<file path="src/rtl/l2_pkg.sv">
// Shared L2-side types and constants: requester ids and the request payload.
package l2_pkg;

    localparam logic L2_SRC_IC = 1'b0;
    localparam logic L2_SRC_DC = 1'b1;

    localparam int unsigned L2_ADDR_W  = 30;
    localparam int unsigned L2_MASK_W  = 4;
    localparam int unsigned L2_DATA_W  = 32;
    localparam int unsigned L2_REQ_W   = L2_ADDR_W + 1 + L2_MASK_W + L2_DATA_W;

    typedef struct packed {
        logic [L2_ADDR_W-1:0] addr;
        logic                 wen;
        logic [L2_MASK_W-1:0] wmask;
        logic [L2_DATA_W-1:0] wdata;
    } l2_req_t;

endpackage

</file>
<file path="src/rtl/fifo.sv">
// Generic synchronous FIFO; wr_ready is pure not-full (a pop never frees space in the same cycle).
module fifo #(
    parameter int unsigned WIDTH = 1,
    parameter int unsigned DEPTH = 4
) (
    input  logic             clk,
    input  logic             rst,
    input  logic             wr_valid,
    output logic             wr_ready,
    input  logic [WIDTH-1:0] wr_data,
    output logic             rd_valid,
    input  logic             rd_ready,
    output logic [WIDTH-1:0] rd_data
);

    localparam int unsigned AW = (DEPTH > 1) ? $clog2(DEPTH) : 1;
    localparam int unsigned CW = AW + 1;

    logic [WIDTH-1:0] mem_q [DEPTH];
    logic [WIDTH-1:0] mem_d [DEPTH];
    logic [AW-1:0]    wr_ptr_q, wr_ptr_d;
    logic [AW-1:0]    rd_ptr_q, rd_ptr_d;
    logic [CW-1:0]    count_q, count_d;
    logic             push, pop;

    // Status and head read-out.
    always_comb begin
        wr_ready = (count_q != CW'(DEPTH));
        rd_valid = (count_q != '0);
        rd_data  = mem_q[rd_ptr_q];
    end

    // Pointer, count and storage next-state.
    always_comb begin
        push     = wr_valid && wr_ready;
        pop      = rd_valid && rd_ready;
        mem_d    = mem_q;
        wr_ptr_d = wr_ptr_q;
        rd_ptr_d = rd_ptr_q;
        count_d  = count_q + CW'(push) - CW'(pop);
        if (push) begin
            mem_d[wr_ptr_q] = wr_data;
            wr_ptr_d        = (wr_ptr_q == AW'(DEPTH - 1)) ? '0 : wr_ptr_q + AW'(1);
        end
        if (pop) begin
            rd_ptr_d = (rd_ptr_q == AW'(DEPTH - 1)) ? '0 : rd_ptr_q + AW'(1);
        end
    end

    // State register.
    always_ff @(posedge clk) begin
        if (rst) begin
            wr_ptr_q <= '0;
            rd_ptr_q <= '0;
            count_q  <= '0;
            for (int i = 0; i < int'(DEPTH); i++) begin
                mem_q[i] <= '0;
            end
        end else begin
            wr_ptr_q <= wr_ptr_d;
            rd_ptr_q <= rd_ptr_d;
            count_q  <= count_d;
            mem_q    <= mem_d;
        end
    end

endmodule

</file>
<file path="src/rtl/l2arb.sv">
// Round-robin icache/dcache arbiter into a one-entry L2 request stage, with
// read-ownership tracking to steer in-order L2 read responses.
module l2arb
    import l2_pkg::*;
#(
    parameter int unsigned MAX_OUT = 4
) (
    input  logic        clk,
    input  logic        rst,
    input  logic        icache_l2arb_req,
    input  logic [31:2] icache_l2arb_addr,
    output logic        l2arb_ic_ready,
    input  logic        l2fifo_l2arb_req,
    input  logic [31:2] l2fifo_l2arb_addr,
    input  logic        l2fifo_l2arb_wen,
    input  logic [3:0]  l2fifo_l2arb_wmask,
    input  logic [31:0] l2fifo_l2arb_wdata,
    output logic        l2arb_l2fifo_ready,
    output logic        l2arb_l2_req,
    output logic [31:2] l2arb_l2_addr,
    output logic        l2arb_l2_wen,
    output logic [3:0]  l2arb_l2_wmask,
    output logic [31:0] l2arb_l2_wdata,
    input  logic        l2_l2arb_ready,
    input  logic        l2_l2arb_resp_valid,
    input  logic [31:0] l2_l2arb_resp_data,
    output logic        l2arb_ic_resp_valid,
    output logic        l2arb_dc_resp_valid,
    output logic [31:0] l2arb_resp_data,
    output logic        l2arb_err
);

    logic    stage_vld_q, stage_vld_d;
    l2_req_t stage_q, stage_d;
    logic    last_q, last_d;
    logic    err_q, err_d;

    logic    q_not_full;
    logic    q_head_vld;
    logic    q_head;
    logic    q_push;
    logic    q_push_src;

    logic    stage_load;
    logic    ic_elig, dc_elig;
    logic    grant_ic, grant_dc;
    logic    ic_acc, dc_acc;

    // Owner queue: one source id per outstanding read, head = oldest.
    fifo #(
        .WIDTH (1),
        .DEPTH (MAX_OUT)
    ) u_owner_q (
        .clk      (clk),
        .rst      (rst),
        .wr_valid (q_push),
        .wr_ready (q_not_full),
        .wr_data  (q_push_src),
        .rd_valid (q_head_vld),
        .rd_ready (l2_l2arb_resp_valid),
        .rd_data  (q_head)
    );

    // Eligibility, round-robin grant and ready generation (no payload dependence).
    always_comb begin
        stage_load         = !stage_vld_q || l2_l2arb_ready;
        ic_elig            = icache_l2arb_req && q_not_full;
        dc_elig            = l2fifo_l2arb_req && (l2fifo_l2arb_wen || q_not_full);
        grant_dc           = dc_elig && (!ic_elig || (last_q == L2_SRC_IC));
        grant_ic           = ic_elig && !grant_dc;
        l2arb_ic_ready     = !rst && grant_ic && stage_load;
        l2arb_l2fifo_ready = !rst && grant_dc && stage_load;
        ic_acc             = icache_l2arb_req && l2arb_ic_ready;
        dc_acc             = l2fifo_l2arb_req && l2arb_l2fifo_ready;
        q_push             = ic_acc || (dc_acc && !l2fifo_l2arb_wen);
        q_push_src         = dc_acc ? L2_SRC_DC : L2_SRC_IC;
    end

    // Output stage, last-grant and sticky error next-state.
    always_comb begin
        stage_vld_d = stage_vld_q;
        stage_d     = stage_q;
        last_d      = last_q;
        err_d       = err_q || (l2_l2arb_resp_valid && !q_head_vld);
        if (ic_acc) begin
            stage_vld_d = 1'b1;
            stage_d     = '{addr: icache_l2arb_addr, wen: 1'b0, wmask: '0, wdata: '0};
            last_d      = L2_SRC_IC;
        end else if (dc_acc) begin
            stage_vld_d = 1'b1;
            stage_d     = '{addr: l2fifo_l2arb_addr, wen: l2fifo_l2arb_wen,
                            wmask: l2fifo_l2arb_wmask, wdata: l2fifo_l2arb_wdata};
            last_d      = L2_SRC_DC;
        end else if (l2_l2arb_ready) begin
            stage_vld_d = 1'b0;
        end
    end

    // State register.
    always_ff @(posedge clk) begin
        if (rst) begin
            stage_vld_q <= 1'b0;
            stage_q     <= '0;
            last_q      <= L2_SRC_IC;
            err_q       <= 1'b0;
        end else begin
            stage_vld_q <= stage_vld_d;
            stage_q     <= stage_d;
            last_q      <= last_d;
            err_q       <= err_d;
        end
    end

    // Stage outputs and same-cycle response steering.
    always_comb begin
        l2arb_l2_req        = stage_vld_q;
        l2arb_l2_addr       = stage_q.addr;
        l2arb_l2_wen        = stage_q.wen;
        l2arb_l2_wmask      = stage_q.wmask;
        l2arb_l2_wdata      = stage_q.wdata;
        l2arb_err           = err_q;
        l2arb_resp_data     = l2_l2arb_resp_data;
        l2arb_ic_resp_valid = !rst && l2_l2arb_resp_valid && q_head_vld && (q_head == L2_SRC_IC);
        l2arb_dc_resp_valid = !rst && l2_l2arb_resp_valid && q_head_vld && (q_head == L2_SRC_DC);
    end

endmodule
</file>
<file path="config.mk">
export PLATFORM = sky130hd
export DESIGN_NAME = l2arb
export DESIGN_NICKNAME = d
export VERILOG_FILES = /design/src/rtl/l2_pkg.sv /design/src/rtl/fifo.sv /design/src/rtl/l2arb.sv
export SDC_FILE = /design/constraint.sdc
export NUM_CORES = 1
export LEC_CHECK = 0
export BUFFER_PORTS_ARGS = -buffer_cell sky130_fd_sc_hd__buf_2
export CORE_AREA = 2 2 93 95
export CTS_BUF_LIST = sky130_fd_sc_hd__clkbuf_2 sky130_fd_sc_hd__clkbuf_4 sky130_fd_sc_hd__clkbuf_8
export CTS_CLUSTER_DIAMETER = 120
export DETAILED_ROUTE_END_ITERATION = 10
export DIE_AREA = 0 0 95 97
export GPL_TIMING_DRIVEN = 0
export HOLD_SLACK_MARGIN = 0.12
export PLACE_DENSITY_LB_ADDON = 0.3
export SLEW_MARGIN = 20
export SYNTH_ARGS = -nofsm -noshare
export SYNTH_HDL_FRONTEND = slang
export SYNTH_SLANG_ARGS = --single-unit
</file>
<file path="constraint.sdc">
create_clock -name clk -period 2.7 [get_ports clk]
set_clock_uncertainty 0.05 [all_clocks]
set_input_delay 0.54 -clock clk [delete_from_list [all_inputs] [get_ports clk]]
set_output_delay 0.54 -clock clk [all_outputs]
set_load 0.02 [all_outputs]
</file>
==> metrics.cfg, run 1 <==
[logic_synthesis]
synth-seq-area-share_pct = 47.7
synth_cells = 406
async_flop_share_pct = 0
yosys.area.top_type = dfxtp_1
synth_cell_types = 32
synth_edf_count = 0
yosys-top-cells-area = dfxtp_1 (48%), nand2_1 (15%), buf_4 (7.3%), a22oi_1 (6.6%), a21oi_1 (6.0%)
netlist_area_um2 = 3400
ys_ff_latch = 81
ys_warn_count = 0
yosysMostFrequentCell = nand2_1
synth_top_cell_area_share_pct = 47.7
synth.avg_cell_area_um2 = 8.37
yosys-top-cells-count = nand2_1 (136), dfxtp_1 (81), a21oi_1 (41)
syn_nets = 549
ys.flop_type = dfxtp_1

[critical_path]
crit_buf_inv = 2
critical_path_arrival_ns = 1.95
rr_worst_depth = 8
path_depth = 5
crit_type = reg2out
worstPathMaxFanout = 15
required_ns = 2.11
cp_slowest_stage_delay_ns = 0.41
reg2reg_from = u_owner_q.count_q[1]
crit_path_end = l2arb_l2fifo_ready
r2r-end = u_owner_q.count_q[2]
cp-start-kind = flop
startpoint = u_owner_q.count_q[2]
cpMaxStageDelayCell = or3b_1
end_kind = output port
r2r_slack_ns = 0.26
cpLargestDelayFamily = simple AND/OR/NAND/NOR gates
cp_cell_sequence = or3b_1 -> nand3_1 -> o2111ai_2 -> inv_4 -> buf_2

[die]
row_count = 33
core_area_um2 = 8130
io_pins = 240
start_util_pct = 41.8
die_x_um = 95
dieHeight_um = 97
die_area_um2 = 9220

[finish]
syn_to_final_growth_pct = 41.3
antenna_cells = 0
fin_nets = 766
drive_gt1_share_pct = 43.5
stdcell_area_um2 = 4800
finalNonFillerCells = 733

[global_route]
grt_pass1_wl_mm = 15.0
grt_pass1_vias = 3258
grt_max_degree = 16
grt_use_total_pct = 20.4
grt_use_met3_pct = 6.54
grt_use_met2_pct = 36.7
grt_use_met1_pct = 22.2
overflow = 0
busiest_layer = met2
antenna_found_initial = 1

[power_and_ir_drop]
p_seq_share_pct = 42.8
vdd_drop_max_v = 0.000411
power.total_uw = 3370
power_leakage_uw = 0.00249
p_int_uw = 2270
power_frac_comb_pct = 27.8
p_sw_uw = 1100
clockPowerShare_pct = 29.4
p_sw_share_pct = 32.5
p_per_area_nw_per_um2 = 701

[sta]
post-route-period-util_pct = 94.0
hold_violations = 0
slew_headroom_pct = 56.5
hold_slack_ns = 0.354
setup_viol = 0
tightestPinTransition_ns = 0.653
clock.fmax_mhz = 394
fin_crit_ns = 2.54
fin_ws_ns = 0.162
rsz0062_at_grt = false
final_max_slew_viol_count = 0

[clock_network]
worstSkewPairLatency_ns = 0.34
root_buffer = clkbuf_8
cts_tree = yes
path_clk_slew_ns = 0.09
h-tree-depth = 3
numCtsBuffers = 9
clk_path_buf_depth = 2
hold_buffers = 0
post-cts-setup-buffer-count = 0
clkSinkCount = 81

[drt]
viasPerCell = 4.67
antenna_left = 0
drc = 0
avgRoutedWirePerCell_um = 12.7
wirelength_mm = 9.28
drt_iter0_drc = 91
first_pass_iters = 5
dr_total_vias = 3422

[placement]
gp_congestion = 0.775
io_buffers = 207
place_ws_ns = -0.131
dp_hpwl_mm = 7.49
post_dp_cell_area_um2 = 4570
placed_cells = 718

[job]
cap_violations = 0

[outcome]
status = finished clean

[min_path]
worstHoldPathType = in2reg

## layout make-up
type | instances | area, µm²
Inverter | 8 | 32.5
Clock buffer | 10 | 138
Tap cell | 105 | 131
Fill cell | 782 | 3330
Clock inverter | 6 | 91.3
Buffer | 54 | 352
Timing Repair Buffer | 207 | 1040
Multi-Input combinational cell | 262 | 1400
Sequential cell | 81 | 1620
## per-layer routing
| layer | vias up | wire length, µm |
|---|---|---|
| li1 | 1736 | - |
| met1 | 1511 | 3470 |
| met2 | 157 | 4710 |
| met3 | 16 | 934 |
| met4 | 2 | 150 |
| met5 | - | 11 |
## worst register-to-register path: cells and delay by family, from the launching register on
kind / cells / cell delay [ns]
adders and majority gates: 2 / 0.62
AOI/OAI and AO/OA: 1 / 0.61
DFF: 1 / 0.48
xor gates and xnor gates: 2 / 0.32
and+or+nand+nor: 2 / 0.19
buffers and inverters: 1 / 0.05
## flip-flops by register name (all words and copies together), names as in the netlist, 2 cells and up
| signal | cells |
|---|---|
| u_owner_q.wr_ptr_q | 2 |
| u_owner_q.mem_q | 4 |
| l2arb_l2_addr | 30 |
| u_owner_q.rd_ptr_q | 2 |
| l2arb_l2_wmask | 4 |
| l2arb_l2_wdata | 32 |
| u_owner_q.count_q | 3 |
## metrics by stage
| stage | util [%] | setup TNS (ns) |
|---|---|---|
| after floorplan | - | 0 |
| after global placement | 56.1 | -0.0667 |
| after detailed placement | 56.1 | -0.131 |
| after CTS | 58.9 | 0 |
| after global routing | 59.1 | 0 |
| final | 59.1 | 0 |
## cell families (layout without fill, tap and decap cells)
| logic type | count (synthesis) | after routing | synth area share (%) |
|---|---|---|---|
| buffers and inverters | 63 | 285 | 11.3 |
| AOI/OAI and AO/OA | 76 | 76 | 14.6 |
| muxes | 7 | 7 | 2.43 |
| DFF | 81 | 81 | 47.7 |
| adders and majority gates | 8 | 8 | 3.17 |
| xor gates and xnor gates | 2 | 2 | 0.515 |
| and+or+nand+nor | 169 | 169 | 20.3 |
## placed cells by master (no fill, tap or decap), types with 2 or more instances in the layout
cell and count:
buf_1 2, buf_6 2, ha_1 7, nand3_1 2, a21oi_1 41, bufinv_16 2
nor2b_1 2, nor2_1 15, clkbuf_1 9, nand2b_1 6, clkbuf_8 10, buf_2 214
mux2i_1 6, inv_1 7, buf_4 33, clkinv_4 3, dfxtp_1 81, nor3_1 3
a22oi_1 30, nand2_1 136
## worst min path at each step
stage,cells past startpoint,to,start,slack (ns)
floorplan,2,u_owner_q.mem_q[1],u_owner_q.mem_q[1],0.40
global placement,2,l2arb_l2_addr[26],l2arb_l2_addr[26],0.37
detailed placement,2,l2arb_l2_addr[6],l2arb_l2_addr[6],0.37
CTS,3,l2arb_l2_addr[2],icache_l2arb_addr[2],0.34
global route,3,l2arb_l2_addr[17],icache_l2arb_addr[17],0.36
finish,3,l2arb_l2_addr[6],icache_l2arb_addr[6],0.35
## power groups by stage
stage	combinational (µW)	clock [µW]	sequential (µW)
after global placement	924	0	1460
after CTS	946	1020	1440
after floorplan	477	0	1600
after global routing	1040	1070	1460
after detailed placement	947	0	1470
final	936	991	1440
## what timing repair did
item / in CTS / in global routing
endpoints found under the hold margin: 0 / 0
endpoints found under the setup margin: 2 / 2
resized for setup: 1 / 2
Note: power is estimated with default switching activity, not from simulation.
==> run 2: changes to the inputs <==
--- a/config.mk
+++ b/config.mk
@@ -6,11 +6,12 @@
 export NUM_CORES = 1
 export LEC_CHECK = 0
 export BUFFER_PORTS_ARGS = -buffer_cell sky130_fd_sc_hd__buf_2
-export CORE_AREA = 2 2 93 95
+export CORE_ASPECT_RATIO = 0.8
+export CORE_MARGIN = 1
+export CORE_UTILIZATION = 42
 export CTS_BUF_LIST = sky130_fd_sc_hd__clkbuf_2 sky130_fd_sc_hd__clkbuf_4 sky130_fd_sc_hd__clkbuf_8
 export CTS_CLUSTER_DIAMETER = 120
 export DETAILED_ROUTE_END_ITERATION = 10
-export DIE_AREA = 0 0 95 97
 export GPL_TIMING_DRIVEN = 0
 export HOLD_SLACK_MARGIN = 0.12
 export PLACE_DENSITY_LB_ADDON = 0.3
==> run 2 against run 1 <==
Effect of this change:
- utilization increased by 3.9 points
- register-to-register slack about the same
- global-route usage increased by 1.3 points
- via count increased by 0.58%
- wire length increased by 0.39%
- fmax decreased by 1.2%
- flip-flop and latch count unchanged
- combinational power increased by 2.4%
- die area decreased by 8.2%
==> metrics.cfg, run 2 (synthesis results as in run 1) <==
[outcome]
status = finished clean

[finish]
syn_to_final_growth_pct = 40.8
largest_reg_flops = 32
final_common_cell = buf_2
drive_gt1_share_pct = 43.6
antenna_cells = 0
fin_nets = 768
final_cell_mix = buf_2 (214), nand2_1 (136), dfxtp_1 (81), a21oi_1 (41), buf_4 (34)

[sta]
tightestPinTransition_ns = 0.684
setup_viol = 0
final_max_slew_viol_count = 0
rsz0062_at_grt = false
clock.fmax_mhz = 390
post-route-period-util_pct = 95.1
fin_crit_ns = 2.57
slew_headroom_pct = 54.4
fin_ws_ns = 0.133
totalNegativeSetupSlack_ns = 0
hold_violations = 0

[placement]
io_buffers = 207
gp_congestion = 0.749
dp_hpwl_mm = 7.29
place_ws_ns = -0.129

[min_path]
hold_path_end = l2arb_l2_addr[3]
worstHoldPathType = in2reg
hp-start = icache_l2arb_addr[3]
hold-path-cell-count = 3

[die]
die_x_um = 103
start_util_pct = 44.7
row_count = 28
core_area_um2 = 7600
io_pins = 240
dieHeight_um = 82.5
die_area_um2 = 8460

[global_route]
antenna_found_initial = 0
overflow = 0
grt_pass1_wl_mm = 14.1
grt_use_met1_pct = 24.1
busiest_layer = met2
grt_use_met2_pct = 38.7
grt_pass1_vias = 3184
grt_use_met3_pct = 7.91
grt_max_degree = 14
grt_use_total_pct = 21.8

[critical_path]
required_ns = 2.11
r2r_slack_ns = 0.25
cp-start-kind = flop
end_kind = output port
r2r-end = u_owner_q.count_q[2]
critical_path_arrival_ns = 1.98
rr_worst_depth = 8
reg2reg_from = last_q
crit_type = reg2out
startpoint = u_owner_q.count_q[1]
worstPathMaxFanout = 10

[job]
cap_violations = 0

[clock_network]
clkSinkCount = 81
numCtsBuffers = 9
root_buffer = clkbuf_8
cts_tree = yes
worstSkewPairLatency_ns = 0.35
hold_buffers = 0
h-tree-depth = 3
path_clk_slew_ns = 0.08
clk_path_buf_depth = 2

[power_and_ir_drop]
vdd_drop_max_v = 0.000387
p_seq_share_pct = 44.3
clockPowerShare_pct = 26.3
power.total_uw = 3250
p_sw_share_pct = 33.5
p_sw_uw = 1090
power_leakage_uw = 0.00248
power_frac_comb_pct = 29.4
p_int_uw = 2160
p_per_area_nw_per_um2 = 680

[drt]
drt_iter0_drc = 119
viasPerCell = 4.69
antenna_left = 0
drc = 0
avgRoutedWirePerCell_um = 12.7
dr_total_vias = 3442
wirelength_mm = 9.32
first_pass_iters = 4

-- run 2: cell count changes in the layout (fill, tap and decap cells not counted) --
cell,previous run,this run
bufinv_16,2,1
buf_4,33,34
clkbuf_4,0,2
inv_2,0,1
clkinv_4,3,2
clkinv_2,1,2
clkbuf_8,10,9
o2111ai_2,1,0
inv_4,1,0
o2111ai_4,0,1
-- run 2: layout make-up --
| class | instances | area, µm² |
|---|---|---|
| flip-flops and latches | 81 | 1620 |
| multi-input cells | 262 | 1410 |
| repair buffers | 208 | 1040 |
| plain buffers | 55 | 359 |
| clock buffers | 10 | 131 |
| inverters | 8 | 30.0 |
| well taps | 105 | 131 |
| fillers | 698 | 2820 |
| clock inverters | 5 | 57.6 |
-- run 2: worst max path at each step --
stage / cells after the start / slack [ns] / to
2_1_floorplan: 8 / 0.30 / u_owner_q.count_q[2]
3_3_place_gp: 9 / -0.08 / u_owner_q.count_q[2]
3_5_place_dp: 9 / -0.13 / u_owner_q.count_q[2]
4_1_cts: 6 / 0.07 / l2arb_l2fifo_ready
5_1_grt: 6 / 0.009 / l2arb_l2fifo_ready
6_report: 6 / 0.13 / l2arb_l2fifo_ready
-- run 2: repair_timing --
| action | 4_1_cts | 5_1_grt |
|---|---|---|
| resized for setup | 1 | 3 |
| buffers inserted | 1 | 0 |
| hold endpoints to repair | 0 | 0 |
| endpoints found under the setup margin | 2 | 2 |
-- run 2: per-stage QoR --
stage / util [%] / std cells / area, µm² / hold WS [ns]
final: 63.0 / 734 / 4790 / 0.353
after global routing: 63.0 / 734 / 4790 / 0.335
after CTS: 62.7 / 734 / 4760 / 0.339
after detailed placement: 60.1 / 718 / 4570 / 0.374
after global placement: 60.1 / 718 / 4570 / 0.370
after floorplan: - / 406 / 3400 / 0.400
-- run 2: per-layer routing --
metal / routed length, µm / share of wire [%]
met2: 4540 / 49
met1: 3770 / 40
met3: 800 / 8.6
met4: 211 / 2.3
met5: 0 / 0
-- run 2: power by group through the flow --
stage,logic [µW],registers [µW],clock network [µW]
after floorplan,477,1600,0
after global placement,927,1460,0
after detailed placement,952,1470,0
after CTS,958,1440,883
after global routing,1060,1460,932
final,958,1440,856
-- run 2: worst max-delay path: stages (launching register included) --
cell and delay (ns):
dfxtp_1 0.38, or3b_1 0.44, nand3_1 0.16, o2111ai_4 0.18, inv_2 0.11, clkbuf_4 0.19
buf_2 0.18
==> run 3: changes to the inputs <==
--- a/config.mk
+++ b/config.mk
@@ -5,7 +5,7 @@
 export SDC_FILE = /design/constraint.sdc
 export NUM_CORES = 1
 export LEC_CHECK = 0
-export BUFFER_PORTS_ARGS = -buffer_cell sky130_fd_sc_hd__buf_2
+export BUFFER_PORTS_ARGS = -buffer_cell sky130_fd_sc_hd__buf_4
 export CORE_ASPECT_RATIO = 0.8
 export CORE_MARGIN = 1
 export CORE_UTILIZATION = 42
==> run 3 against run 2 <==
Effect of this change:
- clock power up 13%
- setup slack better by 0.082 ns
- sequential share of layout area shrank 3.4 points
- largest cell class is now non-clock buffers
- critical path type is now reg2reg
- wire length is 3.7% higher
- first-iteration DRC count decreased by 13%
- utilization up 6.9 points
- non-clock buffer count down 1
- via count is 0.78% higher
==> metrics.cfg, run 3 (synthesis results as in run 1) <==
[die]
die_x_um = 103
io_pins = 240
core_area_um2 = 7600
start_util_pct = 44.7
dieHeight_um = 82.5
die_area_um2 = 8460
row_count = 28

[critical_path]
cpLargestDelayFamily = compound AO/OA/AOI/OAI gates
cp_slowest_stage_delay_ns = 0.67
critical_path_arrival_ns = 2.65
required_ns = 2.87
cp_cell_sequence = o21ai_1 -> a2111oi_4 -> ha_1 -> inv_1 -> fa_1 -> xor2_1 -> xnor2_1 -> nor2_1
cp-start-kind = flop
worstPathMaxFanout = 9
crit_type = reg2reg
cpMaxStageDelayCell = a2111oi_4
end_kind = flop
crit_buf_inv = 1

[clock_network]
worstSkewPairLatency_ns = 0.34
cts_tree = yes
path_clk_slew_ns = 0.09
clk_path_buf_depth = 2
clkSinkCount = 81
numCtsBuffers = 9
h-tree-depth = 3
root_buffer = clkbuf_8

[placement]
gp_congestion = 0.782
post_dp_cell_area_um2 = 5080
place_ws_ns = -0.153
dp_hpwl_mm = 7.63
io_buffers = 207

[global_route]
grt_max_degree = 15
grt_pass1_vias = 3128
grt_pass1_wl_mm = 13.9
antenna_found_initial = 0
overflow = 0
grt_use_total_pct = 21.7

[finish]
final_common_cell = buf_4
antenna_cells = 0
final_cell_mix = buf_4 (241), nand2_1 (136), dfxtp_1 (81), a21oi_1 (41), a22oi_1 (30)
fin_nets = 767
stdcell_area_um2 = 5310
multi_input_area_um2 = 1400
syn_to_final_growth_pct = 56.3
drive_gt1_share_pct = 43.5
largest_reg_flops = 32
seq_area_um2 = 1620
fill_cells = 615

[power_and_ir_drop]
p_per_area_nw_per_um2 = 657
power_leakage_uw = 0.00260
vdd_drop_max_v = 0.000410

[sta]
rsz0062_at_grt = false
post-route-period-util_pct = 92.0
slew_headroom_pct = 55.3
fin_crit_ns = 2.48
setup_viol = 0
fin_ws_ns = 0.215
hold_violations = 0
clock.fmax_mhz = 402
final_max_slew_viol_count = 0
hold_slack_ns = 0.360
tightestPinTransition_ns = 0.670

[drt]
antenna_left = 0
avgRoutedWirePerCell_um = 13.2
dr_total_vias = 3469
drt_iter0_drc = 104
first_pass_iters = 4
viasPerCell = 4.73
wirelength_mm = 9.66
drc = 0

[outcome]
status = finished clean

[job]
cap_violations = 0

[min_path]
worstHoldPathType = in2reg

-- run 3: cell count changes in the layout (fill, tap and decap cells not counted), sizes merged --
cell and delta:
inv +1, bufinv +1, clkinv -3, clkbuf -2
clkinvlp +2
-- run 3: cell type report --
cell class	instances	area share, %
clock buffers	9	2.33
multi-input cells	262	26.4
clock inverters	6	1.74
plain buffers	54	6.62
repair buffers	208	29.4
flip-flops and latches	81	30.5
inverters	8	0.565
well taps	105	2.47
-- run 3: worst register-to-register path: stages (launching register included) --
cell and delay (ns):
dfxtp_1 0.40, o21ai_1 0.19, a2111oi_4 0.67, ha_1 0.27
inv_1 0.05, fa_1 0.37, xor2_1 0.16, xnor2_1 0.15
nor2_1 0.06
-- run 3: per-stage QoR --
| step | setup TNS (ns) | utilization, % | power, µW | cells |
|---|---|---|---|---|
| 2_1_floorplan | 0 | - | 2080 | 406 |
| 3_3_place_gp | -0.0858 | 66.9 | 2510 | 718 |
| 3_5_place_dp | -0.153 | 66.9 | 2550 | 718 |
| 4_1_cts | 0 | 69.9 | 3530 | 734 |
| 5_1_grt | 0 | 69.9 | 3680 | 733 |
| 6_report | 0 | 69.9 | 3490 | 733 |
-- run 3: worst paths after layout --
check,startpoint,end,slack [ns],depth (start not counted)
hold reg to reg,l2arb_l2_addr[25],l2arb_l2_addr[25],0.39,2
setup / recovery,last_q,u_owner_q.count_q[2],0.22,8
hold / removal,icache_l2arb_addr[6],l2arb_l2_addr[6],0.36,3
setup reg to reg,last_q,u_owner_q.count_q[2],0.22,8
-- run 3: layer usage --
metal / vias to the layer above / GRT usage [%] / routed length [µm]
li1: 1742 / - / -
met1: 1557 / 23.3 / 3740
met2: 154 / 39.9 / 4990
met3: 16 / 7.32 / 795
met4: 0 / 7.29 / 140
met5: - / 0 / 0
-- run 3: report_power, final --
group          internal (µW)  total [µW]  switching [µW]
logic                    502        1080             576
clock network            520         965             444
registers               1350        1450             101
total                   2370        3490            1120
-- run 3: timing repair --
action	in CTS	in global routing
gates resized for setup	1	2
setup buffers	1	0
setup endpoints to repair	2	2
hold buffers	0	0
pin swaps	0	0
